==> config.mk <==
export PLATFORM = sky130hd
export DESIGN_NAME = cordic_result_fifo
export DESIGN_NICKNAME = d
export VERILOG_FILES = /design/src/rtl/cordic_result_fifo.sv
export SDC_FILE = /design/constraint.sdc
export NUM_CORES = 1
export LEC_CHECK = 0
export ABC_AREA = 1
export BUFFER_PORTS_ARGS = -buffer_cell sky130_fd_sc_hd__buf_4
export CAP_MARGIN = 0
export CORE_UTILIZATION = 35
export DETAILED_ROUTE_END_ITERATION = 12
export PLACE_DENSITY = 0.56
export REMOVE_ABC_BUFFERS = 1
export SYNTH_ARGS = -nofsm -noshare
export SYNTH_HDL_FRONTEND = slang
export SYNTH_SLANG_ARGS = --single-unit
==> constraint.sdc <==
create_clock -name clk -period 8.1 [get_ports clk]
set_input_delay 1.62 -clock clk [delete_from_list [all_inputs] [get_ports clk]]
set_output_delay 1.62 -clock clk [all_outputs]
set_load 0.03 [all_outputs]
==> src/rtl/cordic_result_fifo.sv <==
// First-word-fall-through result buffer behind the CORDIC output stage.
// Absorbs bursts from the non-stallable pipeline and counts words lost while full.
module cordic_result_fifo #(
   parameter int DATA_WIDTH     = 32,
   parameter int DEPTH          = 8,
   parameter int ADDR_WIDTH     = 3,
   parameter int DROP_CNT_WIDTH = 8
) (
   input  logic                      clk,
   input  logic                      rst_n,
   input  logic [DATA_WIDTH-1:0]     in_data,
   input  logic                      in_valid,
   output logic [DATA_WIDTH-1:0]     out_data,
   output logic                      out_valid,
   input  logic                      out_ready,
   output logic [ADDR_WIDTH:0]       count,
   output logic                      full,
   output logic                      overflow,
   output logic [DROP_CNT_WIDTH-1:0] drop_count,
   input  logic                      clear_status,
   input  logic                      flush
);

   localparam logic [ADDR_WIDTH:0]       DEPTH_C  = DEPTH[ADDR_WIDTH:0];
   localparam logic [ADDR_WIDTH:0]       CNT_ONE  = {{ADDR_WIDTH{1'b0}}, 1'b1};
   localparam logic [ADDR_WIDTH-1:0]     PTR_ONE  = {{(ADDR_WIDTH-1){1'b0}}, 1'b1};
   localparam logic [DROP_CNT_WIDTH-1:0] DROP_ONE = {{(DROP_CNT_WIDTH-1){1'b0}}, 1'b1};
   localparam logic [DROP_CNT_WIDTH-1:0] DROP_MAX = '1;

   logic [DATA_WIDTH-1:0]     mem_q [DEPTH];
   logic [ADDR_WIDTH-1:0]     rd_ptr_q, rd_ptr_d;
   logic [ADDR_WIDTH-1:0]     wr_ptr_q, wr_ptr_d;
   logic [ADDR_WIDTH:0]       count_q, count_d;
   logic                      overflow_q, overflow_d;
   logic [DROP_CNT_WIDTH-1:0] drop_count_q, drop_count_d;

   logic full_w;
   logic pop_raw;
   logic pop_en;
   logic push_en;
   logic drop_en;

   assign full_w    = (count_q == DEPTH_C);
   assign out_valid = (count_q != '0);
   assign out_data  = mem_q[rd_ptr_q];
   assign count     = count_q;
   assign full      = full_w;
   assign overflow  = overflow_q;
   assign drop_count = drop_count_q;

   // A pop in the same cycle frees a slot, so a full FIFO still accepts a push.
   always_comb begin
      pop_raw = out_valid & out_ready;
      pop_en  = pop_raw & ~flush;
      push_en = in_valid & ~flush & (~full_w | pop_raw);
      drop_en = in_valid & ~flush & full_w & ~pop_raw;
   end

   always_comb begin
      rd_ptr_d = rd_ptr_q;
      wr_ptr_d = wr_ptr_q;
      count_d  = count_q;
      if (flush) begin
         rd_ptr_d = '0;
         wr_ptr_d = '0;
         count_d  = '0;
      end else begin
         if (pop_en)  rd_ptr_d = rd_ptr_q + PTR_ONE;
         if (push_en) wr_ptr_d = wr_ptr_q + PTR_ONE;
         case ({push_en, pop_en})
            2'b10:   count_d = count_q + CNT_ONE;
            2'b01:   count_d = count_q - CNT_ONE;
            default: count_d = count_q;
         endcase
      end
   end

   // A drop coinciding with clear_status leaves one freshly recorded drop.
   always_comb begin
      overflow_d   = overflow_q;
      drop_count_d = drop_count_q;
      if (drop_en) begin
         overflow_d = 1'b1;
         if (clear_status)
            drop_count_d = DROP_ONE;
         else if (drop_count_q != DROP_MAX)
            drop_count_d = drop_count_q + DROP_ONE;
      end else if (clear_status) begin
         overflow_d   = 1'b0;
         drop_count_d = '0;
      end
   end

   always_ff @(posedge clk or negedge rst_n) begin
      if (!rst_n) begin
         rd_ptr_q     <= '0;
         wr_ptr_q     <= '0;
         count_q      <= '0;
         overflow_q   <= 1'b0;
         drop_count_q <= '0;
      end else begin
         rd_ptr_q     <= rd_ptr_d;
         wr_ptr_q     <= wr_ptr_d;
         count_q      <= count_d;
         overflow_q   <= overflow_d;
         drop_count_q <= drop_count_d;
      end
   end

   // Storage is deliberately not reset; only occupancy decides what is valid.
   always_ff @(posedge clk) begin
      if (push_en) mem_q[wr_ptr_q] <= in_data;
   end

endmodule

-- Word level (Yosys, flattened, before mapping)
Memories as Yosys holds them, arrays and structs flattened.
Index checks and enable logic that the tools add are counted.
- register bits after elaboration: 19
- bits in writable memories: 256
- bits of input ports: 38
- output and inout bits: 47
- word-level logic and storage cells: 46
- memories: 1
- memory list (name ; words ; bits a word ; read ports ; clocked after memory_dff ; wr ports ; RTL line ; text):
    mem_q ; 8 ; 32 ; 1 ; 0 ; 1 ; 30 ; logic [DATA_WIDTH-1:0] mem_q [DEPTH];
- add/subtract/negate cells: 5
- equal/unequal tests: 4
- mux-type cells: 14
- bitwise operators: 10
- reductions and logical operators: 7
- operators by type and width (operator ; number):
    $mux W8 ; 4
    $mux W3 ; 4
    $add A8 B1 Y8 const B ; 1
    $ne A8 B8 Y1 const B ; 1
    $pmux W4 S2 ; 1
    $reduce_bool A2 Y1 ; 4
    $add A3 B1 Y3 const B ; 2
    $and A1 B1 Y1 ; 6
    $add A4 B1 Y4 const B ; 1
    $eq A4 B4 Y1 const B ; 1
    $mux W1 ; 4
    $mux W4 ; 1
    $reduce_bool A4 Y1 ; 1
    $sub A4 B1 Y4 const B ; 1
    $not A1 Y1 ; 3
    $reduce_bool A3 Y1 ; 1
    $eq A2 B1 Y1 const B ; 1
    $eq A2 B2 Y1 const B ; 1
    $reduce_and A2 Y1 ; 1
    $or A1 B1 Y1 ; 1

-- Depth between registers and ports, before layout
Gate-level depths: netlist of the first run.
- depth after elaboration: 7
- depth in mapped cells: 14
- depth with buffers taken out: 14

-- Worst setup path after synthesis of the first run
No wires, ideal clock.
- kind: in2reg
- start: input in_valid
- end: memory mem_q[0][0], enable pin
- setup time: 0.421 ns
- arrival: 3.455 ns
- required time: 7.679 ns
- slack: 4.224 ns
- stages on the path: 6
- path buffers: 0
- cells stage by stage: inv_1 nor2_1 nand2_2 inv_1 nand2_1 nor2_1
- word-level cells in the longest chain between the ends: 4
- ends and longest elaborated chain (item ; RTL line ; text):
    from (decl) ; 12 ; input logic in_valid,
    $and A1 B1 Y1 (2 in series) ; 55 ; push_en = in_valid & ~flush & (~full_w | pop_raw);
    $mux W1 ; 112 ; if (push_en) mem_q[wr_ptr_q] <= in_data;
    $mux W1 (implied by the code) ; 112 ;
    to (decl) ; 30 ;
No other way between the ends.

-- Final worst setup path of the first run
- start: register rd_ptr_q[0]
- end: output out_data[7]
- word-level cells in the longest chain between the ends: 1
- ends and longest elaborated chain (item ; RTL line ; text):
    from (decl) ; 31 ; logic [ADDR_WIDTH-1:0] rd_ptr_q, rd_ptr_d;
    from (signal assigned) ; 102 ; rd_ptr_q <= rd_ptr_d;
    $mem_v2 Z8 W32 ; -- ;
    to (decl) ; 13 ; output logic [DATA_WIDTH-1:0] out_data,
No other way between the ends.

==> results of run 1 <==
## cells in the final DEF (no fill, tap or decap), drive strengths merged, types with 2 or more instances in the layout
cell / netlist / routed
clkbuf: 34 / 32
xor2: 2 / 2
xnor2: 2 / 2
nor2: 243 / 243
buf: 15 / 97
ha: 5 / 5
edfxtp: 256 / 256
o211ai: 2 / 2
o22ai: 33 / 33
nor3: 2 / 2
nand2: 39 / 39
a31oi: 32 / 32
nand3: 7 / 7
o21ai: 142 / 142
dfrtp: 19 / 19
nand4: 5 / 5
inv: 28 / 30
a21oi: 4 / 4
clkinv: 0 / 15
## kinds of logic after synthesis
family,share of synthesized area
and+or+nand+nor,0.111
DFF,0.746
AOI/OAI and AO/OA,0.107
adders and majority gates,0.00571
buffers and inverters,0.0278
xor gates and xnor gates,0.00320
## stage by stage
stage / hold WS [ns] / cells / total power [mW] / utilization / setup slack [ns]
2_1_floorplan: 0.550 / 825 / 2.35 / - / 2.42
3_3_place_gp: 0.479 / 1318 / 2.74 / 0.393 / 3.59
3_5_place_dp: 0.477 / 1318 / 2.75 / 0.393 / 3.55
4_1_cts: 0.501 / 1369 / 3.97 / 0.421 / 2.97
5_1_grt: 0.507 / 1369 / 4.12 / 0.421 / 2.65
6_report: 0.499 / 1369 / 3.91 / 0.421 / 2.99
## where the power goes
group	internal (mW)	switching, mW
Combinational	0.333	0.707
Clock	0.684	0.530
Sequential	1.60	0.0570
Total	2.62	1.29
## cell type report
class	instances	share of cell area
Sequential cell	275	0.633
Multi-Input combinational cell	522	0.197
Clock buffer	32	0.0571
Timing Repair Buffer	97	0.0564
Tap cell	396	0.0384
Clock inverter	19	0.00970
Inverter	28	0.00824
## sequential cells by signal, indices dropped and copies added (netlist names)
name        flops
wr_ptr_q        3
drop_count      8
overflow        1
rd_ptr_q        3
mem_q         256
count           4
## final timing paths
kind,depth (start not counted),end
worst max register to register,8,mem_q[4][1]
worst min register to register,1,overflow
max in group asynchronous,1,rd_ptr_q[0]
worst min-delay path,1,overflow
worst max-delay path,7,out_data[7]
min in group asynchronous,1,drop_count[5]
## worst reg2reg max path, delay by kind of cell (launching register included)
family,cells,cell delay [ns]
buf+inv,3,0.69
flops,1,0.44
simple gates,5,1.11
## per-layer routing
metal / global-route usage / vias to the layer above / routed length (µm)
li1: - / 3314 / -
met1: 0.212 / 3373 / 11100
met2: 0.267 / 151 / 11900
met3: 0.0263 / 33 / 1360
met4: 0.0353 / 0 / 506
met5: 0 / - / 0
==> key figures, run 1 <==
Status
  – Status: completed

Routing
  – Vias: roughly 6.9k
  – DR pass1 iterations: 4
  – Via density: approximately 5.0
  – Drt wl/cell: 18.2 µm
  – WL final: between 20 and 25 mm
  – Post-route DRC: 0
  – Final ANT Viol Nets: 0
  – DRT iter0 DRCs: around 490

Timing
  – Relative slew margins: 0.435
  – Final worst path period share: 0.630
  – RSZ-0062 raised after global routing: no
  – Setup TNS: 0 ns
  – Max frequency: approximately 200 MHz
  – Final Hold Fails: 0
  – Final min period: about 5.1 ns
  – Max Slew Vio Count: 0
  – Final setup violation count: 0
  – Worst-margin pin slew: between 0.8 and 0.9 ns
  – Post-Route Skew: 0.0124 ns

Worst setup path
  – Worst setup SP type: register
  – Flop-to-flop setup slack: 5.53 ns
  – Required time worst endpoint: roughly 6.5 ns
  – Crit-path leading delay family: buffers and inverters
  – Crit path DAT: ~3.5 ns
  – Slowest CP cell: dfrtp_4
  – CP Cell Sequence: clkinv_2, buf_4, o21ai_0, o22ai_1, nor2_1, a31oi_1, buf_4
  – Worst Path Max Fanout: between 70 and 80
  – WS Path Type: register to output port
  – Most used cell, CP: buf_4
  – CP Buf/Inv Count: 3
  – Setup crit end kind: output port
  – Worst path max stage delay: 0.78 ns
  – Worst r2r src: count[3]
  – Critical path startpoint: rd_ptr_q[0]

Global routing
  – Grt ovf: 0
  – Initial antenna violation count: 0
  – GRT Overall Usage: 0.158
  – Vias in the first global route: 6705
  – Largest net degree at the start of global routing: between 80 and 90
  – Global-route wire length before repair: approximately 38 mm

Placement
  – PortBufs: 84
  – Post-DP HPWL: between 10 and 15 mm
  – Area of placed instances: 12000 µm²
  – Gpl congestion: around 0.75

Finish
  – Area of the multi-input gates: about 2500 µm²
  – Synth-to-layout area growth: 17.8%
  – Fin area: approximately 13000 µm²
  – Ant diodes: 0
  – Share of cells above drive strength 1: 0.173
  – Nets: around 1000
  – Layout filler cell count: around 2.9k
  – Register area: 8170 µm²

Yosys
  – Sequential fraction of the synthesis area: 0.746
  – Ys async rst share: 0.0691
  – Distinct cells, synth: 31
  – Seq cells post-synth: 275
  – Post-synth design cell area: about 11000 µm²
  – Synthesis warning total: 0
  – Top cell type's share of synthesized area: 0.702
  – Area leader, netlist: edfxtp_1
  – Top FF cell, synth: edfxtp_1
  – Synth cell count leaders: 256 x edfxtp_1, 239 x nor2_1, 138 x o21ai_0
  – Mapped Cells: just under 900
  – Most common cell in the netlist: edfxtp_1
  – Ranking of synthesized cells by area: edfxtp_1 70%, nor2_1 8.2%, o21ai_0 6.3%
  – Post-synthesis average cell area: 12.5 µm²
  – Post-synth EDFFs: around 260

Clock network
  – Worst-path clk slew: ~0.060 ns
  – Max clock buf depth: 3
  – Clk sinks: approximately 280
  – H-tree depth: 1
  – CTS resizes: 0
  – Root Buffer: clkbuf_16
  – CTS tree: yes
  – Num CTS Buffers: 29
  – Hold buffer count at cts: 0
  – Postcts setup bufs: 0
  – Worst-Skew Late Latency: ~0.54 ns

Power and ir drop
  – Leak: between 4 and 5 nW
  – Peak supply drop: 166 µV
  – PwrDens: between 300 and 400 nW/µm²

Hold path
  – Hold Path Origin: overflow
  – Worst Hold Class: register to register

Die
  – Die X: around 180 µm
  – IO Pins: 85
  – Initial Util: 0.357
  – Full die area: 32000 µm²
  – Core footprint: between 30000 and 40000 µm²
  – Die span in y: around 180 µm
  – Site Rows: between 60 and 70

Job
  – Max-Cap Viols: 0
Power figures use the tool's default switching activity.
==> inputs of run 2 (changes only) <==
--- a/config.mk
+++ b/config.mk
@@ -10,7 +10,7 @@
 export CAP_MARGIN = 0
 export CORE_UTILIZATION = 35
 export DETAILED_ROUTE_END_ITERATION = 12
-export PLACE_DENSITY = 0.56
+export PLACE_DENSITY = 0.58
 export REMOVE_ABC_BUFFERS = 1
 export SYNTH_ARGS = -nofsm -noshare
 export SYNTH_HDL_FRONTEND = slang
==> constraint.sdc (replaced) <==
create_clock -name clk -period 4.22 [get_ports clk]
set_input_delay 0.844 -clock clk [delete_from_list [all_inputs] [get_ports clk]]
set_output_delay 0.844 -clock clk [all_outputs]
set_load 0.03 [all_outputs]
==> key figures, run 2 (synthesized netlist as in run 1, its figures left out) <==
Finish
  – Commonest non-fill, non-tap cell in the layout: edfxtp_1 (unchanged)
  – Nets: 1001 (was 996)
  – Fin area: 13100 µm² (was 12900 µm²)
  – Largest register FFs: 256 (unchanged)
  – Synth-to-layout area growth: 19.5% (was 17.8%)
  – Post-layout util: 0.427 (was 0.421)
  – Share of cells above drive strength 1: 0.185 (was 0.173)
  – Ant diodes: 0 (unchanged)
  – Most frequent cells in the layout: 256 x edfxtp_1, 231 x nor2_1, 138 x o21ai_0 (unchanged)
  – Most flops, register: mem_q (unchanged)

Clock network
  – H-tree depth: 1 (unchanged)
  – Root Buffer: clkbuf_16 (unchanged)
  – CTS resizes: 0 (unchanged)
  – Num CTS Buffers: 29 (unchanged)
  – Clk sinks: 275 (unchanged)
  – Hold buffer count at cts: 0 (unchanged)
  – CTS tree: yes (unchanged)
  – Max clock buf depth: 3 (unchanged)
  – Postcts setup bufs: 0 (unchanged)
  – Worst-Skew Late Latency: 0.56 ns (was 0.54 ns)
  – Worst-path clk slew: 0.06 ns (about the same)

Worst setup path
  – Slowest CP cell: dfrtp_2 (was dfrtp_4)
  – Path depth of the worst reg2reg path: 8 (unchanged)
  – WS Path Type: register to output port (unchanged)
  – Most used cell, CP: buf_4 (unchanged)
  – Crit path DAT: 2.58 ns (was 3.49 ns)
  – CP Cell Sequence: buf_4, o21ai_0, o22ai_1, nor2_1, a31oi_1, buf_4 (was clkinv_2, buf_4, o21ai_0, o22ai_1, nor2_1, a31oi_1, buf_4)
  – Worst Path Max Fanout: 30 (was 72)
  – Worst path max stage delay: 0.78 ns (about the same)
  – Worst setup SP type: register (unchanged)
  – Crit-path leading delay family: flip-flops (was buffers and inverters)
  – CP Buf/Inv Count: 2 (was 3)
  – Worst R2R End: mem_q[4][7] (was mem_q[4][1])
  – Worst r2r src: count[3] (unchanged)
  – Setup crit end kind: output port (unchanged)
  – Flop-to-flop setup slack: 1.85 ns (was 5.53 ns)
  – Required time worst endpoint: 3.38 ns (was 6.48 ns)

Power and ir drop
  – PwrDens: 596 nW/µm² (was 303 nW/µm²)
  – Leak: 4.54 nW (was 4.45 nW)
  – Peak supply drop: 328 µV (was 166 µV)

Routing
  – Vias: 6805 (was 6871)
  – Final ANT Viol Nets: 0 (unchanged)
  – Drt wl/cell: 17.7 µm (was 18.2 µm)
  – Via density: 4.95 (was 5.02)
  – Post-route DRC: 0 (unchanged)
  – DR pass1 iterations: 5 (was 4)
  – WL final: 24.3 mm (was 24.9 mm)
  – DRT iter0 DRCs: 541 (was 493)

Placement
  – Gpl congestion: 0.762 (was 0.752)
  – PortBufs: 84 (unchanged)
  – Dpl ws: 1.33 ns (was 3.55 ns)
  – Area of placed instances: 12100 µm² (was 12000 µm²)
  – Post-DP HPWL: 13.5 mm (was 13.3 mm)

Job
  – Max-Cap Viols: 0 (unchanged)

Global routing
  – Vias in the first global route: 6677 (was 6705)
  – Grt ovf: 0 (unchanged)
  – GRT Overall Usage: 0.156 (was 0.158)
  – Largest net degree at the start of global routing: 78 (was 83)
  – Global-route wire length before repair: 38.0 mm (was 38.3 mm)
  – Initial antenna violation count: 0 (unchanged)

Timing
  – Hold slack: 0.170 ns (was 0.499 ns)
  – Final setup margin: 0.794 ns (was 2.99 ns)
  – Final Hold Fails: 0 (unchanged)
  – Final worst path period share: 0.812
  – Post-Route Skew: 0.0207 ns (was 0.0124 ns)
  – Max frequency: 292 MHz
  – Worst-margin pin slew: 0.804 ns (was 0.847 ns)
  – Final setup violation count: 0 (unchanged)
  – Setup TNS: 0 ns (unchanged)
  – Max Slew Vio Count: 0 (unchanged)
  – Relative slew margins: 0.464 (was 0.435)
  – Final min period: approximately 3.4 ns
  – RSZ-0062 raised after global routing: no (unchanged)

Die
  – IO Pins: 85 (unchanged)
  – Initial Util: 0.357 (unchanged)
  – Die X: 179 µm (unchanged)
  – Core footprint: 30700 µm² (unchanged)
  – Die span in y: 179 µm (unchanged)
  – Site Rows: 64 (unchanged)
  – Full die area: 32000 µm² (unchanged)

Status
  – Status: completed (unchanged)

Hold path
  – Worst Hold Class: input port to async pin (was register to register)
==> run 2: power by group <==
| part | switching [mW] | internal, mW |
|---|---|---|
| combinational | 1.41 | 0.671 |
| clock | 1.06 | 1.51 |
| sequential | 0.0746 | 3.07 |
| total | 2.54 | 5.26 |
==> run 2: stage by stage <==
step	std cells	total power, mW
after floorplan	825	4.51
after global placement	1323	5.30
after detailed placement	1323	5.32
after CTS	1376	7.89
after global routing	1376	8.18
final	1376	7.80
==> run 2: final cells by class <==
type / instances / area [µm²]
sequential: 275 / 8170
multi-input combinational: 522 / 2540
inverter: 28 / 106
clock inverter: 22 / 236
timing repair buffer: 102 / 803
fill: 2809 / 17600
tap: 396 / 495
clock buffer: 31 / 733
==> run 2: how the worst max path moves through the flow <==
| stage | cells after the start | slack [ns] | endpoint | from |
|---|---|---|---|---|
| after CTS | 7 | 0.74 | out_data[29] | rd_ptr_q[0] |
| after floorplan | 5 | -0.69 | out_data[0] | rd_ptr_q[0] |
| final | 6 | 0.79 | out_data[19] | rd_ptr_q[1] |
| after detailed placement | 7 | 1.33 | out_data[29] | rd_ptr_q[0] |
| after global routing | 6 | 0.61 | out_data[24] | rd_ptr_q[0] |
| after global placement | 6 | 1.32 | out_data[13] | rd_ptr_q[0] |
==> run 2: layer usage <==
layer | up-vias | GRT usage | wire [µm]
met2 | 161 | 0.257 | 11400
met1 | 3285 | 0.211 | 11300
li1 | 3324 | - | -
met4 | 0 | 0.0420 | 509
met5 | - | 0 | 0
met3 | 35 | 0.0265 | 1120
